==> src/rtl/mouse_click_decoder.sv <==
// ---------------------------------------------------------------------------
// mouse_click_decoder
//
// Purpose:
//   Classifies left-button gestures from the registered mouse-position stage
//   (pclk domain) into short click, long press and drag-end events. Events are
//   presented one at a time on a single-entry valid/ready slot. A live drag
//   indicator and signed drag offsets feed the cursor-overlay logic.
//
// Optional feature:
//   MOUSE_CLICK_DOUBLE_EN - when defined, a short click whose press lands
//   within DBL_WINDOW cycles after a previous short click is reported as a
//   double click (type 11). Undefined: no window logic, type 11 never occurs.
//
// Ports:
//   pclk           in   1   pixel clock, rising edge
//   rst            in   1   synchronous active-high reset
//   xpos_in        in  12   registered cursor X
//   ypos_in        in  12   registered cursor Y
//   mouse_left_in  in   1   registered left button, 1 = pressed
//   click_valid    out  1   event slot holds an event
//   click_ready    in   1   consumer accepts the event when high with valid
//   click_x        out 12   event X
//   click_y        out 12   event Y
//   click_type     out  2   00 short, 01 long, 10 drag end, 11 double
//   drag_active    out  1   high while dragging
//   drag_dx        out 13   signed X offset from the press point
//   drag_dy        out 13   signed Y offset from the press point
//   overflow       out  1   sticky: an event was dropped (cleared by rst only)
//
// State | meaning
// ------+------------------------------------------------------------------
// IDLE  | button up, waiting for a press
// PRESS | button down, anchor latched, timing the hold and watching motion
// HOLD  | long press already reported, waiting for release (no event)
// DRAG  | motion exceeded threshold, tracking offsets until release
// ---------------------------------------------------------------------------
module mouse_click_decoder #(
    parameter int DRAG_THRESH       = 4,
    parameter int LONG_PRESS_CYCLES = 20000000,
    parameter int CNT_W             = 25,
    parameter int DBL_WINDOW        = 12000000
) (
    input  logic        pclk,
    input  logic        rst,
    input  logic [11:0] xpos_in,
    input  logic [11:0] ypos_in,
    input  logic        mouse_left_in,
    output logic        click_valid,
    input  logic        click_ready,
    output logic [11:0] click_x,
    output logic [11:0] click_y,
    output logic [1:0]  click_type,
    output logic        drag_active,
    output logic [12:0] drag_dx,
    output logic [12:0] drag_dy,
    output logic        overflow
);

    typedef enum logic [1:0] {
        ST_IDLE  = 2'd0,
        ST_PRESS = 2'd1,
        ST_HOLD  = 2'd2,
        ST_DRAG  = 2'd3
    } state_t;

    localparam logic [1:0] TYPE_SHORT  = 2'b00;
    localparam logic [1:0] TYPE_LONG   = 2'b01;
    localparam logic [1:0] TYPE_DRAG   = 2'b10;
    localparam logic [CNT_W-1:0] LP_LAST = CNT_W'(LONG_PRESS_CYCLES - 1);
    localparam logic [12:0] THRESH13     = 13'(DRAG_THRESH);

    state_t            r_state;
    logic              r_prev;
    logic [11:0]       r_ax;
    logic [11:0]       r_ay;
    logic [CNT_W-1:0]  r_cnt;
    logic              r_valid;
    logic [11:0]       r_click_x;
    logic [11:0]       r_click_y;
    logic [1:0]        r_click_type;
    logic              r_drag_active;
    logic [12:0]       r_dx;
    logic [12:0]       r_dy;
    logic              r_overflow;

    logic              w_press;
    logic              w_release;
    logic [12:0]       w_dx;
    logic [12:0]       w_dy;
    logic [12:0]       w_adx;
    logic [12:0]       w_ady;
    logic              w_moved;
    logic              w_to_drag;
    logic              w_to_long;
    logic              w_short;
    logic [1:0]        w_short_type;
    logic              w_ev;
    logic [1:0]        w_ev_type;
    logic [11:0]       w_ev_x;
    logic [11:0]       w_ev_y;

`ifdef MOUSE_CLICK_DOUBLE_EN
    localparam int            WIN_W    = $clog2(DBL_WINDOW + 1);
    localparam logic [WIN_W-1:0] WIN_LOAD = WIN_W'(DBL_WINDOW);

    logic [WIN_W-1:0] r_win_cnt;
    logic             r_dbl_armed;

    assign w_short_type = r_dbl_armed ? 2'b11 : TYPE_SHORT;
`else
    logic w_unused_dbl;

    assign w_unused_dbl = (DBL_WINDOW > 0);
    assign w_short_type = TYPE_SHORT;
`endif

    assign w_press   = mouse_left_in & ~r_prev;
    assign w_release = ~mouse_left_in & r_prev;

    // 13-bit differences cannot wrap for 12-bit unsigned operands.
    assign w_dx  = {1'b0, xpos_in} - {1'b0, r_ax};
    assign w_dy  = {1'b0, ypos_in} - {1'b0, r_ay};
    assign w_adx = w_dx[12] ? (13'd0 - w_dx) : w_dx;
    assign w_ady = w_dy[12] ? (13'd0 - w_dy) : w_dy;
    assign w_moved = (w_adx > THRESH13) || (w_ady > THRESH13);

    // Priority inside PRESS: release, then drag, then long press.
    assign w_short   = (r_state == ST_PRESS) && w_release;
    assign w_to_drag = (r_state == ST_PRESS) && !w_release && w_moved;
    assign w_to_long = (r_state == ST_PRESS) && !w_release && !w_moved
                       && (r_cnt == LP_LAST);

    always_comb begin
        w_ev      = 1'b0;
        w_ev_type = TYPE_SHORT;
        w_ev_x    = r_ax;
        w_ev_y    = r_ay;
        if (w_short) begin
            w_ev      = 1'b1;
            w_ev_type = w_short_type;
        end else if (w_to_long) begin
            w_ev      = 1'b1;
            w_ev_type = TYPE_LONG;
        end else if ((r_state == ST_DRAG) && w_release) begin
            w_ev      = 1'b1;
            w_ev_type = TYPE_DRAG;
            w_ev_x    = xpos_in;
            w_ev_y    = ypos_in;
        end
    end

    always_ff @(posedge pclk) begin
        if (rst) begin
            r_state       <= ST_IDLE;
            r_prev        <= 1'b1;  // a button held through reset is not a press
            r_ax          <= '0;
            r_ay          <= '0;
            r_cnt         <= '0;
            r_valid       <= 1'b0;
            r_click_x     <= '0;
            r_click_y     <= '0;
            r_click_type  <= TYPE_SHORT;
            r_drag_active <= 1'b0;
            r_dx          <= '0;
            r_dy          <= '0;
            r_overflow    <= 1'b0;
`ifdef MOUSE_CLICK_DOUBLE_EN
            r_win_cnt     <= '0;
            r_dbl_armed   <= 1'b0;
`endif
        end else begin
            r_prev <= mouse_left_in;

            case (r_state)
                ST_IDLE: begin
                    if (w_press) begin
                        r_ax    <= xpos_in;
                        r_ay    <= ypos_in;
                        r_cnt   <= '0;
                        r_state <= ST_PRESS;
                    end
                end
                ST_PRESS: begin
                    r_cnt <= r_cnt + CNT_W'(1);
                    if (w_release) begin
                        r_state <= ST_IDLE;
                    end else if (w_moved) begin
                        r_state       <= ST_DRAG;
                        r_drag_active <= 1'b1;
                        r_dx          <= w_dx;
                        r_dy          <= w_dy;
                    end else if (r_cnt == LP_LAST) begin
                        r_state <= ST_HOLD;
                    end
                end
                ST_HOLD: begin
                    if (w_release) begin
                        r_state <= ST_IDLE;
                    end
                end
                ST_DRAG: begin
                    r_dx <= w_dx;
                    r_dy <= w_dy;
                    if (w_release) begin
                        r_drag_active <= 1'b0;
                        r_state       <= ST_IDLE;
                    end
                end
                default: r_state <= ST_IDLE;
            endcase

            // Single-entry slot; a same-edge handshake makes room for a new event.
            if (w_ev) begin
                if (!r_valid || click_ready) begin
                    r_valid      <= 1'b1;
                    r_click_x    <= w_ev_x;
                    r_click_y    <= w_ev_y;
                    r_click_type <= w_ev_type;
                end else begin
                    r_overflow <= 1'b1;
                end
            end else if (r_valid && click_ready) begin
                r_valid <= 1'b0;
            end

`ifdef MOUSE_CLICK_DOUBLE_EN
            if (r_win_cnt != '0) begin
                r_win_cnt <= r_win_cnt - WIN_W'(1);
            end
            if ((r_state == ST_IDLE) && w_press) begin
                r_dbl_armed <= (r_win_cnt != '0);
            end
            if (w_to_drag || w_to_long) begin
                r_win_cnt   <= '0;
                r_dbl_armed <= 1'b0;
            end
            // A plain short click opens a window; a double click closes it.
            if (w_short) begin
                r_dbl_armed <= 1'b0;
                r_win_cnt   <= r_dbl_armed ? '0 : WIN_LOAD;
            end
`endif
        end
    end

    assign click_valid = r_valid;
    assign click_x     = r_click_x;
    assign click_y     = r_click_y;
    assign click_type  = r_click_type;
    assign drag_active = r_drag_active;
    assign drag_dx     = r_dx;
    assign drag_dy     = r_dy;
    assign overflow    = r_overflow;

endmodule

==> config.mk <==
export PLATFORM = sky130hd
export DESIGN_NAME = mouse_click_decoder
export DESIGN_NICKNAME = d
export VERILOG_FILES = /design/src/rtl/mouse_click_decoder.sv
export SDC_FILE = /design/constraint.sdc
export NUM_CORES = 1
export LEC_CHECK = 0
export ABC_AREA = 0
export ABC_CLOCK_PERIOD_IN_PS = 4700
export BUFFER_PORTS_ARGS = -buffer_cell sky130_fd_sc_hd__buf_4
export CORE_MARGIN = 3
export CORE_UTILIZATION = 50
export CTS_CLUSTER_DIAMETER = 120
export DETAILED_ROUTE_END_ITERATION = 10
export PLACE_DENSITY = 0.7
export SLEW_MARGIN = 10
export SYNTH_ARGS = -nofsm -noshare
export SYNTH_HDL_FRONTEND = slang
export SYNTH_SLANG_ARGS = --single-unit
==> constraint.sdc <==
create_clock -name pclk -period 4.7 [get_ports pclk]
set_input_delay 0.94 -clock pclk [delete_from_list [all_inputs] [get_ports pclk]]
set_output_delay 0.94 -clock pclk [all_outputs]
set_load 0.02 [all_outputs]
* Word level (Yosys, flattened, before mapping)
Cells that the tools add are included.
Storage, ports and cells: word-level logic and storage cells 95, memory bits (read-only) 0, register bits 107, memory bits (writable) 0, bits in latches 0, input bits 28, memories 0, output and inout bits 55
Cells by class: reduce and logical (&&, ||, !) cells 24, order comparisons 2, add/sub/neg operators 5, $mul 0, bitwise gates (word level) 5, shifts and indexed selects 0, eq/ne operators 11, divide/modulo/power cells 0, mux-type cells 35
Operator list (number):
- $mux W13 | 6
- $mux W12 | 6
- $pmux W13 S2 | 2
- $pmux W25 S2 | 1
- $gt A13 B3 Y1 const B | 2
- $sub A1 B13 Y13 const A | 2
- $sub A12 B12 Y13 | 2
- $add A25 B1 Y25 const B | 1
- $eq A25 B25 Y1 const B | 1
- $mux W25 | 1
- $mux W2 | 8
- $reduce_and A2 Y1 | 5
- $mux W1 | 9
- $ne A2 B2 Y1 const B | 4
- $logic_and A1 B1 Y1 | 6
- $pmux W2 S3 | 1
- $reduce_and A3 Y1 | 2
- $reduce_bool A2 Y1 | 3
- $eq A2 B2 Y1 const B | 2
- $ne A2 B1 Y1 const B | 2
- $ne A4 B3 Y1 const B | 1
- $reduce_and A4 Y1 | 1
- $logic_not A1 Y1 | 3
- $not A1 Y1 | 3
- 6 further kinds | 8

* Depth between registers and ports, before layout
word-level depth 12, mapped depth 17, mapped depth without buffers 14

* Worst setup path after synthesis
Ideal clock, no wire load.
path kind input to register, start in xpos_in[0], end reg r_dx[10] (netlist: drag_dx[10]), path slack 0.282 ns, data arrival time 4.296 ns, path buffers 1, library setup time 0.121 ns, data required time 4.579 ns, stages on the path 15, cell sequence inv_1 > ha_1 > fa_1 > ha_1 > nand4b_1 > a21o_1 > o211ai_1 > inv_1 > or4_1 > a211oi_1 > o211ai_1 > nor4_4 > a31oi_4 > buf_6 > mux2_4
On the way: longest elaborated chain between the ends 7, elaborated cells between the ends (all ways) 10, those cells by class add/sub (2); order compare (1); eq/ne (1); mux (4); reduce/logical (2)
RTL lines:
- start, declared | line 46 | input logic [11:0] xpos_in,
- $sub A12 B12 Y13 * | line 122 | assign w_dx = {1'b0, xpos_in} - {1'b0, r_ax};
- $sub A1 B13 Y13 | line 124 | assign w_adx = w_dx[12] ? (13'd0 - w_dx) : w_dx;
- $mux W13 | line 124
- $gt A13 B3 Y1 | line 126 | assign w_moved = (w_adx > THRESH13) || (w_ady > THRESH13);
- $logic_or A1 B1 Y1 | line 126
- $ne A2 B2 Y1 (no source line)
- $reduce_and A3 Y1 (no source line)
- end signal, assigned | line 191 | r_dx <= w_dx;
- end signal, assigned | line 203 | r_dx <= w_dx;
- end, declared | line 83 | logic [12:0] r_dx;
Mark *: on every way between the ends. The rest lies on a longest branch, timed or not. The select of a mux whose other input is x is not followed. A chain may end at the register's enable or synchronous reset.

* Worst setup path in the final report
start in xpos_in[0], end reg r_dx[11] (netlist: drag_dx[11])
Same word-level chain as after synthesis.

==> results.py <==
metrics = {
    "outcome": {
        "outcome": "complete, no violations",
    },
    "sta": {
        "fmax_mhz": 224,
        "min_period_ps": 4460,
        "timing.hold.ws_ps": 473,
        "rsz0062_at_grt": "false",
        "fin_crit_sh": 0.950,
        "setup_viol": 0,
        "finalSetupTns_ps": 0,
        "hold_viol": 0,
        "worstMarginPinSlew_ps": 894,
        "slew_headroom": 0.402,
        "fin_skew_ps": 5.59,
        "finalMaxSlewViolations": 0,
    },
    "yosys": {
        "synth_nets": 898,
        "syn_area_mm2": 0.00684,
        "synth_edf_count": 0,
        "synth.area.top_cells": "dfxtp_1, a211oi_1, mux2i_1, nand2_1, ha_1",
        "synth_area_per_cell_um2": 8.12,
        "ys_ff_latch": 107,
        "yosysTopAreaCellShare": 0.313,
        "synth_commonest_cells": "dfxtp_1, nand2_1, nor2_1",
        "synth_flop_cell": "dfxtp_1",
        "synth_compound_area_frac": 0.229,
        "synthSimpleGateAreaFrac": 0.245,
        "synthAdderAreaFrac": 0.0535,
        "ys_seq_area_frac": 0.313,
        "async_reset_ff_frac": 0,
        "synth_top_family_by_area": "simple AND/OR/NAND/NOR gates",
        "synthMuxAreaShare": 0.0901,
        "synth-xor-area-share": 0.0179,
        "synth_most_common_cell": "dfxtp_1",
        "synth_area_leader_cell": "dfxtp_1",
        "ys_types": 80,
        "synth_cells": 842,
        "yosysWarnings": 0,
    },
    "hold_path": {
        "hp-start": "r_ax[2]$_SDFFE_PP0P_",
        "whs_path_depth": 2,
        "holdPathEnd": "r_ax[2]$_SDFFE_PP0P_",
        "hold_class": "flip-flop to flip-flop",
    },
    "worst_setup_path": {
        "r2r_setup_slack_ps": 650,
        "worst_setup_path_end_kind": "flip-flop",
        "path_class": "input pin to flip-flop",
        "r2r_start": "r_ax[0]$_SDFFE_PP0P_",
        "cp.required_ps": 4950,
        "arrival_ps": 4710,
        "crit_path_start_kind": "input pin",
        "rr_endpoint": "drag_dx[11]$_SDFFE_PP0P_",
        "reg2regPathDepth": 16,
        "crit_path_max_fanout": 26,
    },
    "routing": {
        "drtIter0Drc": 428,
        "wirelength_mm": 17.5,
        "route.detailed.drc": 0,
        "wl_per_cell_um": 16.0,
        "viasPerCell": 5.90,
        "drtPass1Iterations": 5,
        "final_antenna_net_count": 0,
        "vias": 6457,
    },
    "finish": {
        "area_delta_synth_final_pct": 17.1,
        "nets": 970,
        "seq_area_mm2": 0.00214,
        "drive_above_1_share": 0.185,
        "final_area_mm2": 0.00800,
        "multi_input_area_mm2": 0.00435,
        "fill_cells": 1200,
        "num_antenna_cells": 0,
    },
    "placement": {
        "portBuffers": 82,
        "gp_congestion": 0.861,
        "hpwlAfterDp_mm": 12.9,
        "placed_area_mm2": 0.00771,
    },
    "floorplan": {
        "initial_core_util": 0.514,
        "rows": 42,
        "coreArea_mm2": 0.0133,
        "die-area_mm2": 0.0151,
        "die_x_um": 123,
        "die_h_um": 123,
        "ios": 83,
    },
    "cts": {
        "clkTransAtPathRegs_ps": 70,
        "cts_root_buf": "clkbuf_16",
        "cts_tree": "done",
        "numCtsBuffers": 9,
        "cts_num_sinks": 107,
        "clockBufferDepth": 2,
        "clk-insertion-delay-late_ps": 360,
        "postCtsHoldBufs": 0,
        "cts-htree-levels": 3,
    },
    "power_and_ir_drop": {
        "p_leak_nw": 3.11,
        "peakVddDrop_v": 0.000155,
        "power.density_mw_per_mm2": 272,
    },
    "global_route": {
        "grt_antenna_before_repair": 0,
        "grt.overflow.total": 0,
        "grt_start_max_net_pins": 89,
        "grt_pass1_vias": 5851,
        "grt_pass1_wl_mm": 28.3,
        "track_usage": 0.230,
    },
    "run": {
        "maxCapViolations": 0,
    },
}
[registers in the layout, summed over array words and instances (netlist names), 2 cells and up]
name        flops
r_state         2
r_ay           12
drag_dy        13
r_ax           12
click_x        12
click_y        12
drag_dx        13
r_cnt          25
click_type      2
[layer usage]
layer,global-route usage,vias up,share of wire
li1,-,3187,-
met1,0.314,3066,0.46
met2,0.370,181,0.47
met3,0.0334,23,0.054
met4,0.0840,0,0.020
met5,0,-,0
[cells by family (layout without fill, tap and decap cells)]
| kind of cell | after synthesis | count (layout) |
|---|---|---|
| AO/OA/AOI/OAI | 221 | 221 |
| XOR/XNOR | 14 | 14 |
| adder cells (fa/ha/maj) | 28 | 28 |
| buffers and inverters | 85 | 162 |
| flip-flops | 107 | 107 |
| multiplexers | 56 | 56 |
| AND/OR/NAND/NOR | 331 | 331 |
[power breakdown]
group	internal (mW)	switching [mW]	leakage (nW)
Sequential	0.925	0.0140	0.865
Combinational	0.199	0.288	2.11
Clock	0.382	0.366	0.138
[final cells by class]
type / instances / area share
multi-input combinational: 650 / 0.544
sequential: 107 / 0.268
timing repair buffer: 110 / 0.108
clock buffer: 11 / 0.0303
inverter: 36 / 0.0169
tap: 176 / 0.0275
clock inverter: 5 / 0.00563
[metrics by stage]
step | power (mW) | instances | util | setup slack (ps)
floorplan | 1.29 | 842 | - | 282
global placement | 1.43 | 1078 | 0.580 | 98.2
detailed placement | 1.44 | 1078 | 0.580 | -49.9
CTS | 2.19 | 1094 | 0.601 | 321
global route | 2.27 | 1095 | 0.602 | 0.596
finish | 2.17 | 1095 | 0.602 | 235
[cell usage in the layout, fill, tap and decap left out, types with 10 or more instances in the layout]
cell type	n
ha_1	26
inv_1	36
a21o_1	10
nand2_1	93
nor2b_1	26
o21ai_0	13
a21oi_1	64
buf_4	107
nand2b_1	31
nor2_1	79
or3_1	10
mux2i_1	36
nand3_1	28
a211oi_1	54
o211ai_1	15
mux2_2	11
dfxtp_1	107
[critical path: stages]
cell      delay [ps]
buf_4             90
inv_1             50
ha_1             220
fa_1             510
ha_1             230
nand4b_1         130
a21o_1           160
o211ai_1         110
buf_4            170
nor2b_1          270
nand4_1          140
mux2_1           330
a31o_1           230
nor4_4           340
buf_4            180
a31oi_4           90
buf_12           190
mux2_4           310
[worst max-delay path by stage]
stage	start	to	slack [ps]
finish	xpos_in[0]	drag_dx[11]$_SDFFE_PP0P_	240
global route	xpos_in[0]	click_x[6]$_SDFFE_PP0P_	0.6
CTS	xpos_in[0]	click_x[6]$_SDFFE_PP0P_	320
detailed placement	ypos_in[0]	click_x[6]$_SDFFE_PP0P_	-50
global placement	xpos_in[0]	click_y[9]$_SDFFE_PP0P_	100
floorplan	xpos_in[0]	drag_dx[10]$_SDFFE_PP0P_	280
[repair_timing]
| action | 4_1_cts | 5_1_grt |
|---|---|---|
| buffers inserted | 0 | 1 |
| resized for setup | 0 | 0 |
| setup endpoints to repair | 0 | 1 |
Note: power is estimated with default switching activity, not from simulation.
